<file path="src/rtl/zn_csa_if.sv">
// Operand/result bundle for the zn_csa carry-select adder.
// The master drives operands and carry-in; the slave returns the registered sum.
interface zn_csa_if #(
  parameter int WIDTH = 8
);
  logic [WIDTH-1:0] a;
  logic [WIDTH-1:0] b;
  logic             c_in;
  logic [WIDTH-1:0] sum;
  logic             c_out;

  modport master (output a, b, c_in, input  sum, c_out);
  modport slave  (input  a, b, c_in, output sum, c_out);
endinterface

</file>
<file path="src/rtl/zn_csa.sv">
// Registered carry-select adder: {c_out,sum} = a + b + c_in, one cycle of latency.
// Block 0 ripples from c_in; each upper block precomputes both carry-in cases and muxes.
module zn_csa #(
  parameter int WIDTH = 8,
  parameter int BLOCK = 4
) (
  input  logic     clk,
  input  logic     rst,
  zn_csa_if.slave  bus
);

  localparam int NBLK = WIDTH / BLOCK;

  logic [WIDTH-1:0] sum_d, sum_q;
  logic             c_out_d, c_out_q;

  // Block-local scratch used while walking the blocks in the loop below.
  logic             blk_c;
  logic [BLOCK:0]   r0, r1, r_sel;

  // Ripple-carry chain of full adders; returns {carry_out, sum}.
  function automatic logic [BLOCK:0] ripple(input logic [BLOCK-1:0] x,
                                            input logic [BLOCK-1:0] y,
                                            input logic             ci);
    logic             c;
    logic [BLOCK-1:0] s;
    c = ci;
    s = '0;
    for (int j = 0; j < BLOCK; j++) begin
      s[j] = x[j] ^ y[j] ^ c;
      c    = (x[j] & y[j]) | (c & (x[j] ^ y[j]));
    end
    return {c, s};
  endfunction

  always_comb begin
    // NOTE: every variable gets a default before any branch, so no path leaves
    // a value held and no latch is inferred.
    sum_d   = '0;
    c_out_d = 1'b0;
    blk_c   = bus.c_in;
    r0      = '0;
    r1      = '0;
    r_sel   = '0;
    for (int i = 0; i < NBLK; i++) begin
      if (i == 0) begin
        r_sel = ripple(bus.a[0 +: BLOCK], bus.b[0 +: BLOCK], bus.c_in);
      end else begin
        // Both candidate results are ready before the lower block's carry arrives.
        r0    = ripple(bus.a[i*BLOCK +: BLOCK], bus.b[i*BLOCK +: BLOCK], 1'b0);
        r1    = ripple(bus.a[i*BLOCK +: BLOCK], bus.b[i*BLOCK +: BLOCK], 1'b1);
        r_sel = blk_c ? r1 : r0;
      end
      sum_d[i*BLOCK +: BLOCK] = r_sel[BLOCK-1:0];
      blk_c                   = r_sel[BLOCK];
    end
    c_out_d = blk_c;
  end

  always_ff @(posedge clk) begin
    // NOTE: state registers use non-blocking assignments so every flop samples
    // pre-edge values regardless of statement order.
    if (rst) begin
      sum_q   <= '0;
      c_out_q <= 1'b0;
    end else begin
      sum_q   <= sum_d;
      c_out_q <= c_out_d;
    end
  end

  assign bus.sum   = sum_q;
  assign bus.c_out = c_out_q;

endmodule

</file>
<file path="src/flat_wrapper.sv">
// flat-port wrapper written by rule: the top's interface ports become plain ports
module zn_csa_flat 
#(
  parameter int WIDTH = 8,
  parameter int BLOCK = 4
)
  (clk, rst, bus_a, bus_b, bus_c_in, bus_sum, bus_c_out);
  zn_csa_if #(.WIDTH(WIDTH)) bus_i ();
  input  logic clk;
  input  logic rst;
  input wire logic [$bits(bus_i.a)-1:0] bus_a;
  input wire logic [$bits(bus_i.b)-1:0] bus_b;
  input wire logic [$bits(bus_i.c_in)-1:0] bus_c_in;
  output wire logic [$bits(bus_i.sum)-1:0] bus_sum;
  output wire logic [$bits(bus_i.c_out)-1:0] bus_c_out;
  assign bus_i.a = bus_a;
  assign bus_i.b = bus_b;
  assign bus_i.c_in = bus_c_in;
  assign bus_sum = bus_i.sum;
  assign bus_c_out = bus_i.c_out;
  zn_csa #(.WIDTH(WIDTH), .BLOCK(BLOCK)) u_core (.clk(clk), .rst(rst), .bus(bus_i));
endmodule
</file>
<file path="config.mk">
export PLATFORM = sky130hd
export DESIGN_NAME = zn_csa_flat
export DESIGN_NICKNAME = d
export VERILOG_FILES = /design/src/rtl/zn_csa_if.sv /design/src/rtl/zn_csa.sv /design/src/flat_wrapper.sv
export SDC_FILE = /design/constraint.sdc
export NUM_CORES = 1
export LEC_CHECK = 0
export CORE_MARGIN = 2
export CORE_UTILIZATION = 35
export CTS_BUF_LIST = sky130_fd_sc_hd__clkbuf_4 sky130_fd_sc_hd__clkbuf_8 sky130_fd_sc_hd__clkbuf_16
export CTS_CLUSTER_SIZE = 28
export DETAILED_ROUTE_END_ITERATION = 10
export HOLD_SLACK_MARGIN = 0.05
export PLACE_DENSITY_LB_ADDON = 0.08
export SETUP_SLACK_MARGIN = 0.4
export SLEW_MARGIN = 20
export SYNTH_ARGS = -nofsm -noshare
export SYNTH_HDL_FRONTEND = slang
export SYNTH_SLANG_ARGS = --single-unit
</file>
<file path="constraint.sdc">
create_clock -name clk -period 4.1 [get_ports clk]
set_input_delay 1.025 -clock clk [delete_from_list [all_inputs] [get_ports clk]]
set_output_delay 1.025 -clock clk [all_outputs]
set_load 0.02 [all_outputs]
</file>
==> results by group, run 1 <==
Clock tree
  – Count of hold-fix buffers inserted at cts: 0
  – Num Clock Sinks: 9
  – TritonCTS clock tree: built
  – CTS clock-pin slew for the worst setup and hold paths: 0.07 ns
  – Root buf cell: clkbuf_4
  – Max H-tree Level: 1
  – Clock Path Buffers: 2
  – Clock buffer count from CTS: 3

Timing
  – Setup WS post-layout: about 0.43 ns
  – RSZ-0062 raised after global routing: true
  – Slew HR: 72.4%
  – Setup violators final: 0
  – Max Transition Viols Final: 0
  – Fin crit share: 89.4%
  – Final hold vios: 0
  – Worst Tran Pin Value: 0.412 ns
  – Final min period: 3.67 ns
  – Achievable clock frequency: 0.273 GHz
  – Final TNS setup: 0 ns

Detailed routing
  – Wire per inst: 9.60 um
  – ANT nets after route: 0
  – Initial drt markers: 0
  – Vias per cell: 3.89
  – Routed via count: between 300 and 400
  – Residual DRC: 0
  – WL final: 864 um
  – DRT Pass-1 Iters: 1

Placement
  – Post-DP HPWL: between 700 and 800 um
  – Setup WS pre-CTS: -0.213 ns
  – IO Port Bufs: 27
  – Gpl congestion: 0.583
  – Dpl cell area: 771 um^2

Die
  – Initial core utilization: 36.7%
  – Die H: 40.5 um
  – Die Width: a little over 40 um
  – Die Area: 1640 um^2
  – Num ports: 28
  – Cell Rows: 13
  – Core area: ~1300 um^2

Pwr
  – Leak: 0.000362 uW
  – Pwr/cell area: 333 nW/um^2
  – Pwr Total: 270 uW
  – Maximum vdd ir drop: 208 uV

Synthesis
  – Synth unique cells: 9
  – Net Count, Synth: 70
  – Yosys top cell by area: dfxtp_1
  – Synth area leaders: dfxtp_1, fa_1, inv_1, nor2b_2, ha_1
  – Seq/Total Area, Yosys: 38.7%
  – Syn Std Cell Area: between 400 and 500 um^2
  – Register bit count reported by yosys: 9
  – Cells after Synth: 42
  – Avg Inst Size Synth: 11.1 um^2
  – Yosys warnings: 0
  – Top-area cell type share of the netlist area: roughly 39%

Global routing
  – Grt ovf: 0
  – Pin count of the biggest net entering global routing: 10
  – Initial antenna violation count: 0
  – First-pass GRT wire length: 1390 um
  – Vias in the first global route: 351
  – Total GRT Usage: 14.6%

Critical path
  – CP startpoint: bus_a[0]
  – Crit Path Max Fanout: 3
  – WP buf/inv: 4
  – Crit path DAT: a little under 4 ns
  – Crit end category: register
  – Crit path kind: input port to register
  – Crit path largest cell delay: 0.40 ns
  – Most used cell along the critical path: fa_2
  – CP delay by family, top: adder cells
  – Required @ worst endpoint: about 4.3 ns
  – CP Launch Type: input port
  – Critical path's slowest cell: fa_1
  – Crit path cell chain: buf_6 > fa_2 > fa_2 > fa_2 > inv_2 > fa_2 > nor2_2 > a21oi_2 > fa_2 > inv_2 > fa_2 > inv_2 > fa_1 > nor2_1

Finish
  – Antenna cells: 0
  – Sequential Area: between 150 and 200 um^2
  – NumNets Final: around 100
  – Cell area after layout: 812 um^2
  – Area of the multi-input gates: roughly 260 um^2
  – Fillers: about 130
  – Commonest cells after routing, fill and taps aside: clkdlybuf4s50_1, dfxtp_1, inv_1
  – Ratio of cells with drive above 1 in the final layout: between 30% and 40%
  – Layout area overhead: 74.5%
  – Commonest non-fill, non-tap cell in the layout: clkdlybuf4s50_1

Hold path
  – Cells on Worst Hold Path: 3
  – Worst Hold Launch: bus_a[0]
  – Hold endpoint: u_core.bus.sum[0]
  – HP Class: input port to register

Run
  – # Max-Cap Violations: 0

Outcome
  – Outcome: completed
[synthesized netlist by cell type]
cell type  number
inv_1          11
dfxtp_1         9
fa_1            7
nor2_1          6
nor2b_2         4
ha_1            2
a21oi_1         1
buf_4           1
xor2_1          1
[timing repair]
| item | CTS | global route |
|---|---|---|
| buffers inserted | 1 | 1 |
| resized for setup | 14 | 2 |
| endpoints found under the setup margin | 3 | 1 |
| pin swaps | 7 | 8 |
[where the power goes]
part | total [uW] | internal [uW] | switching [uW] | leakage [uW]
combinational | 91.1 | 52.1 | 39.0 | 0.000268
sequential | 101 | 98.3 | 2.44 | 0.0000750
clock | 78.4 | 44.2 | 34.2 | 0.0000184
total | 270 | 195 | 75.6 | 0.000362
[worst max-delay path by stage]
stage	to	slack (ns)	cells after the start
6_report	u_core.bus.sum[7]	0.43	14
5_1_grt	u_core.bus.sum[7]	0.34	14
4_1_cts	u_core.bus.sum[7]	0.42	14
3_5_place_dp	u_core.bus.sum[7]	-0.21	14
3_3_place_gp	u_core.bus.sum[7]	-0.17	14
2_1_floorplan	u_core.bus.sum[7]	0.37	13
[sequential cells by signal (all words and copies together) (netlist names)]
register	flops
u_core.bus.sum	8
u_core.bus.c_out	1
[cell families (layout without fill, tap and decap cells)]
group | count (synthesis) | count (layout) | share of synthesized area, %
buffers and inverters | 12 | 45 | 10.5
AND/OR/NAND/NOR | 10 | 10 | 12.4
adder cells (fa/ha/maj) | 9 | 9 | 35.5
flip-flops | 9 | 9 | 38.7
AO/OA/AOI/OAI | 1 | 1 | 1.07
XOR/XNOR | 1 | 1 | 1.88
[per-layer routing]
metal | GRT usage [%] | part of all wire, % | up-vias
met5 | 0 | 0 | -
met4 | 12.5 | 0 | 0
met3 | 5.00 | 4.7 | 0
met2 | 24.2 | 55 | 10
met1 | 14.2 | 40 | 158
li1 | - | - | 182
[cell type report]
cell class / instances / share of cell area [%]
tap: 15 / 2.31
inverter: 11 / 5.08
sequential: 9 / 22.2
clock buffer: 4 / 3.70
timing repair buffer: 30 / 35.0
multi-input combinational: 21 / 31.7
[stage by stage]
stage | std cells | hold WS, ns | util [%]
after floorplan | 42 | 1.25 | -
after global placement | 84 | 1.75 | 60.7
after detailed placement | 84 | 1.76 | 60.7
after CTS | 89 | 1.19 | 63.3
after global routing | 90 | 1.17 | 64.0
final | 90 | 1.17 | 64.0
No activity file was read; power rests on OpenSTA's default activity.
==> run 2: changes to the inputs <==
- ABC_AREA: unset -> 1
==> results by group, run 2 <==
Outcome
  – Outcome: completed (unchanged)

Global routing
  – Grt ovf: 0 (unchanged)
  – Total GRT Usage: 10.9% (was 14.6%)
  – Pin count of the biggest net entering global routing: 10 (unchanged)
  – Initial antenna violation count: 0 (unchanged)
  – Vias in the first global route: 292 (was 351)
  – First-pass GRT wire length: 1080 um (was 1390 um)

Synthesis
  – Seq/Total Area, Yosys: 37.6% (was 38.7%)
  – Top-count cell post-synth: inv_1 (unchanged)
  – Net Count, Synth: 78 (was 70)
  – Most used DFF post-synth: dfxtp_1 (unchanged)
  – Synth area leaders: dfxtp_1, fa_1, inv_1, nor2_1, ha_1 (was dfxtp_1, fa_1, inv_1, nor2b_2, ha_1)
  – Register bit count reported by yosys: 9 (unchanged)
  – Share of flip-flops with an asynchronous set or reset: 0% (unchanged)
  – Syn Std Cell Area: 479 um^2 (was 465 um^2)
  – Avg Inst Size Synth: 9.58 um^2 (was 11.1 um^2)
  – EDFF count, synth: 0 (unchanged)
  – Leading cell types by count after synthesis: inv_1, dfxtp_1, nor2_1 (was inv_1, dfxtp_1, fa_1)
  – Yosys top cell by area: dfxtp_1 (unchanged)
  – Yosys warnings: 0 (unchanged)
  – Synth unique cells: 11 (was 9)
  – Top-area cell type share of the netlist area: 37.6% (was 38.7%)
  – Cells after Synth: 50 (was 42)

Detailed routing
  – Initial drt markers: 2 (was 0)
  – WL final: 810 um (was 864 um)
  – ANT nets after route: 0 (unchanged)
  – Wire per inst: 8.44 um (was 9.60 um)
  – Routed via count: 391 (was 350)
  – Vias per cell: 4.07 (was 3.89)
  – Residual DRC: 0 (unchanged)
  – DRT Pass-1 Iters: 2 (was 1)

Die
  – Cell Rows: 13 (unchanged)
  – Die Width: 41 um (was 40.5 um)
  – Initial core utilization: 37.3% (was 36.7%)
  – Die H: 41 um (was 40.5 um)
  – Die Area: 1680 um^2 (was 1640 um^2)
  – Num ports: 28 (unchanged)
  – Core area: 1280 um^2 (was 1270 um^2)

Finish
  – Ratio of cells with drive above 1 in the final layout: 28.4% (was 33.3%)
  – Antenna cells: 0 (unchanged)
  – Layout area overhead: 69.5% (was 74.5%)
  – Commonest non-fill, non-tap cell in the layout: clkdlybuf4s50_1 (unchanged)
  – NumNets Final: 110 (was 104)
  – Commonest cells after routing, fill and taps aside: clkdlybuf4s50_1, inv_1, nor2_1, dfxtp_1, fa_2 (was clkdlybuf4s50_1, dfxtp_1, inv_1)
  – Max reg flops: 8 (unchanged)

Clock tree
  – TritonCTS clock tree: built (unchanged)
  – CTS clock-pin slew for the worst setup and hold paths: 0.05 ns (was 0.07 ns)
  – Num Clock Sinks: 9 (unchanged)
  – Count of hold-fix buffers inserted at cts: 0 (unchanged)
  – Max H-tree Level: 1 (unchanged)
  – Clock Path Buffers: 2 (unchanged)
  – Root buf cell: clkbuf_4 (unchanged)
  – Clock buffer count from CTS: 3 (unchanged)

Timing
  – Setup violators final: 0 (unchanged)
  – Fin crit share: 88.4% (was 89.4%)
  – RSZ-0062 raised after global routing: true (unchanged)
  – Final min period: 3.63 ns (was 3.67 ns)
  – Slew HR: 76.1% (was 72.4%)
  – Worst Tran Pin Value: 0.358 ns (was 0.412 ns)
  – Final hold vios: 0 (unchanged)
  – Max Transition Viols Final: 0 (unchanged)
  – Setup WS post-layout: 0.475 ns (was 0.433 ns)
  – Achievable clock frequency: 0.276 GHz (was 0.273 GHz)

Critical path
  – CP Launch Type: input port (unchanged)
  – Crit path DAT: 3.76 ns (was 3.86 ns)
  – Crit end category: register (unchanged)
  – Crit Path Max Fanout: 3 (unchanged)
  – Required @ worst endpoint: 4.23 ns (was 4.29 ns)
  – Crit path kind: input port to register (unchanged)

Run
  – # Max-Cap Violations: 0 (unchanged)

Placement
  – Post-DP HPWL: 675 um (was 712 um)
  – IO Port Bufs: 27 (unchanged)
  – Setup WS pre-CTS: -0.239 ns (was -0.213 ns)
  – Gpl congestion: 0.576 (was 0.583)

Pwr
  – Maximum vdd ir drop: 201 uV (was 208 uV)
  – Pwr Total: 262 uW (was 270 uW)
  – Pwr/cell area: 322 nW/um^2 (was 333 nW/um^2)
  – Leak: 0.000384 uW (was 0.000362 uW)

Hold path
  – HP Class: input port to register (unchanged)
run 2: metal layers:
layer	GRT usage, %	up-vias	wire length (um)
met5	0	-	0
met1	9.70	179	315
met3	4.89	0	48
li1	-	197	-
met4	10.0	0	0
met2	18.0	15	446
run 2: area by class of cell:
| cell class | instances | area [um^2] |
|---|---|---|
| Clock buffer | 4 | 30.0 |
| Inverter | 17 | 63.8 |
| Fill cell | 121 | 473 |
| Sequential cell | 9 | 180 |
| Timing Repair Buffer | 28 | 274 |
| Tap cell | 15 | 18.8 |
| Multi-Input combinational cell | 23 | 245 |
run 2: final timing paths:
path                 start           endpoint  slack, ns  depth (start not counted)
setup / recovery  bus_c_in  u_core.bus.sum[7]       0.47                         15
hold / removal    bus_a[0]  u_core.bus.sum[0]       1.16                          4
run 2: critical path: stages:
cell and delay [ns]:
buf_6 0.09, fa_2 0.38, fa_2 0.36, fa_2 0.34, inv_2 0.07, fa_2 0.19, inv_2 0.05, nand2_2 0.05
o21ai_2 0.05, fa_2 0.33, inv_2 0.06, fa_2 0.18, inv_2 0.04, fa_1 0.48, nor2_1 0.04
run 2: timing repair:
action / CTS / global route
resized for setup: 19 / 2
pin swaps: 10 / 8
setup buffers: 0 / 1
setup endpoints to repair: 3 / 1
run 2: power breakdown:
| group | switching (uW) | total (uW) | internal [uW] |
|---|---|---|---|
| clock | 28.0 | 71.9 | 43.9 |
| combinational | 41.0 | 89.3 | 48.3 |
| sequential | 2.27 | 100 | 98.2 |
run 2: through the flow:
stage | instance area, um^2 | cells | hold WS [ns] | utilization (%) | TNS (ns)
floorplan | 489 | 50 | 1.21 | - | 0
detailed placement | 767 | 91 | 1.75 | 59.7 | -0.360
finish | 812 | 96 | 1.16 | 63.2 | 0
CTS | 796 | 95 | 1.18 | 61.9 | 0
global route | 812 | 96 | 1.19 | 63.2 | 0
global placement | 767 | 91 | 1.74 | 59.7 | -0.296
run 2: kinds of logic (layout without fill, tap and decap cells):
group,after synthesis,count (layout),share of synthesized area [%]
compound gates,1,1,1.04
flops,9,9,37.6
simple gates,13,13,11.2
buf+inv,18,49,15.7
fa+ha+maj,9,9,34.5
==> run 3: changes to the inputs <==
- REMOVE_ABC_BUFFERS: unset -> 1
==> results by group, run 3 (synthesized netlist as in run 2, its figures left out) <==
Outcome
  – Outcome: completed (unchanged)

Clock tree
  – Clock buffer count from CTS: 3 (unchanged)
  – Num Clock Sinks: 9 (unchanged)
  – Clock Path Buffers: 2 (unchanged)
  – Root buf cell: clkbuf_4 (unchanged)
  – Max H-tree Level: 1 (unchanged)
  – TritonCTS clock tree: built (unchanged)
  – Count of hold-fix buffers inserted at cts: 0 (unchanged)
  – CTS clock-pin slew for the worst setup and hold paths: 0.06 ns (was 0.05 ns)

Placement
  – IO Port Bufs: 27 (unchanged)
  – Gpl congestion: 0.601 (was 0.576)
  – Setup WS pre-CTS: -0.363 ns (was -0.239 ns)
  – Dpl cell area: 764 um^2 (was 767 um^2)
  – Post-DP HPWL: 670 um (was 675 um)

Timing
  – WHS: 1.17 ns (was 1.16 ns)
  – Worst Tran Pin Value: 0.373 ns (was 0.358 ns)
  – Setup WS post-layout: 0.495 ns (was 0.475 ns)
  – Max Transition Viols Final: 0 (unchanged)
  – Setup violators final: 0 (unchanged)
  – Final hold vios: 0 (unchanged)
  – Slew HR: 75.0% (was 76.1%)
  – Achievable clock frequency: 0.277 GHz (was 0.276 GHz)
  – RSZ-0062 raised after global routing: false (was true)
  – Final min period: 3.61 ns (was 3.63 ns)
  – Fin crit share: 87.9% (was 88.4%)

Pwr
  – Pwr/cell area: 322 nW/um^2 (about the same)
  – Switch share: 27.3% (was 27.2%)
  – Maximum vdd ir drop: 171 uV (was 201 uV)
  – Int Pwr: 190 uW (about the same)
  – Clock power share: 27.9% (was 27.5%)
  – P_sw: 71.6 uW (was 71.3 uW)
  – Sequential share of power: 38.3% (was 38.4%)
  – Combinational power share: 33.8% (was 34.1%)
  – Leak: 0.000394 uW (was 0.000384 uW)

Hold path
  – Hold endpoint: u_core.bus.sum[0] (unchanged)
  – HP Class: input port to register (unchanged)
  – Worst Hold Launch: bus_a[0] (unchanged)
  – Cells on Worst Hold Path: 4 (unchanged)

Detailed routing
  – Wire per inst: 7.98 um (was 8.44 um)
  – Routed via count: 396 (was 391)
  – Initial drt markers: 1 (was 2)
  – ANT nets after route: 0 (unchanged)
  – DRT Pass-1 Iters: 2 (unchanged)
  – WL final: 774 um (was 810 um)
  – Residual DRC: 0 (unchanged)
  – Vias per cell: 4.08 (was 4.07)

Die
  – Num ports: 28 (unchanged)
  – Die Width: 41 um (unchanged)
  – Die H: 41 um (unchanged)
  – Initial core utilization: 37.3% (unchanged)
  – Die Area: 1680 um^2 (unchanged)
  – Cell Rows: 13 (unchanged)
  – Core area: 1280 um^2 (unchanged)

Finish
  – Commonest non-fill, non-tap cell in the layout: clkdlybuf4s50_1 (unchanged)
  – NumNets Final: 111 (was 110)
  – Commonest cells after routing, fill and taps aside: clkdlybuf4s50_1, inv_1, nor2_1, dfxtp_1, fa_2 (unchanged)
  – Cell area after layout: 815 um^2 (was 812 um^2)
  – Max reg flops: 8 (unchanged)
  – Layout area overhead: 70.0% (was 69.5%)
  – Area of the multi-input gates: 243 um^2 (was 245 um^2)
  – Fillers: 121 (unchanged)
  – Sequential Area: 180 um^2 (unchanged)
  – Ratio of cells with drive above 1 in the final layout: 28.0% (was 28.4%)
  – Fin util: 63.4% (was 63.2%)
  – Antenna cells: 0 (unchanged)

Global routing
  – Total GRT Usage: 12.8% (was 10.9%)
  – Pin count of the biggest net entering global routing: 10 (unchanged)
  – Grt ovf: 0 (unchanged)
  – First-pass GRT wire length: 1310 um (was 1080 um)
  – Vias in the first global route: 322 (was 292)
  – Initial antenna violation count: 0 (unchanged)

Critical path
  – CP Launch Type: input port (unchanged)
  – Crit Path Max Fanout: 3 (unchanged)
  – Crit path DAT: 3.74 ns (was 3.76 ns)
  – CP startpoint: bus_a[0] (was bus_c_in)
  – Crit end category: register (unchanged)
  – Crit path kind: input port to register (unchanged)
  – Required @ worst endpoint: 4.23 ns (about the same)

Run
  – # Max-Cap Violations: 0 (unchanged)
-- run 3: cell types whose count changed in the layout (fill, tap and decap cells not counted), sizes merged --
cell          delta
dlygate4sd2      -1
buf              +1
dlymetal6s2s     +1
-- run 3: final cells by class --
class / instances / share of cell area, %
Sequential cell: 9 / 22.1
Inverter: 17 / 7.83
Clock buffer: 4 / 3.69
Tap cell: 15 / 2.30
Multi-Input combinational cell: 23 / 29.8
Timing Repair Buffer: 29 / 34.3
-- run 3: what timing repair did --
item                                    in CTS  in global routing
cloned                                       0                  0
endpoints found under the hold margin        0                  0
buffers inserted                             1                  0
resized for setup                           25                  1
pin swaps                                    8                  4
endpoints found under the setup margin       3                  2
-- run 3: critical path, cell delays in order --
cell and delay, ns:
buf_6 0.09, fa_2 0.37, fa_2 0.34, fa_2 0.34, inv_2 0.06, fa_2 0.18, inv_2 0.05, nand2_1 0.07
o21ai_2 0.06, fa_2 0.33, inv_2 0.07, fa_2 0.19, inv_2 0.04, fa_1 0.49, nor2_1 0.03
-- run 3: metrics by stage --
stage / power, uW / setup TNS, ns / std cells
after global routing: 282 / 0 / 97
after global placement: 187 / -0.553 / 92
after floorplan: 141 / 0 / 49
after detailed placement: 188 / -0.671 / 92
final: 262 / 0 / 97
after CTS: 267 / 0 / 97
-- run 3: power groups by stage --
| stage | clock, uW | sequential [uW] | combinational [uW] |
|---|---|---|---|
| 2_1_floorplan | 0 | 117 | 24.4 |
| 3_3_place_gp | 0 | 103 | 84.0 |
| 3_5_place_dp | 0 | 103 | 85.4 |
| 4_1_cts | 75.9 | 101 | 90.8 |
| 5_1_grt | 80.7 | 101 | 100 |
| 6_report | 73.0 | 100 | 88.5 |
-- run 3: routing by layer --
metal / up-vias / routed length, um / track usage [%]
met5: - / 0 / 0
met4: 0 / 19 / 12.5
met3: 2 / 47 / 3.26
met2: 15 / 392 / 19.5
met1: 180 / 315 / 14.1
li1: 199 / - / -
-- run 3: worst max-delay path by stage --
stage,to,slack (ns),cells after the start
after floorplan,u_core.bus.sum[7],0.28,13
after global placement,u_core.bus.sum[7],-0.31,14
after detailed placement,u_core.bus.sum[7],-0.36,14
after CTS,u_core.bus.sum[7],0.39,15
after global routing,u_core.bus.sum[7],0.42,15
final,u_core.bus.sum[7],0.49,15
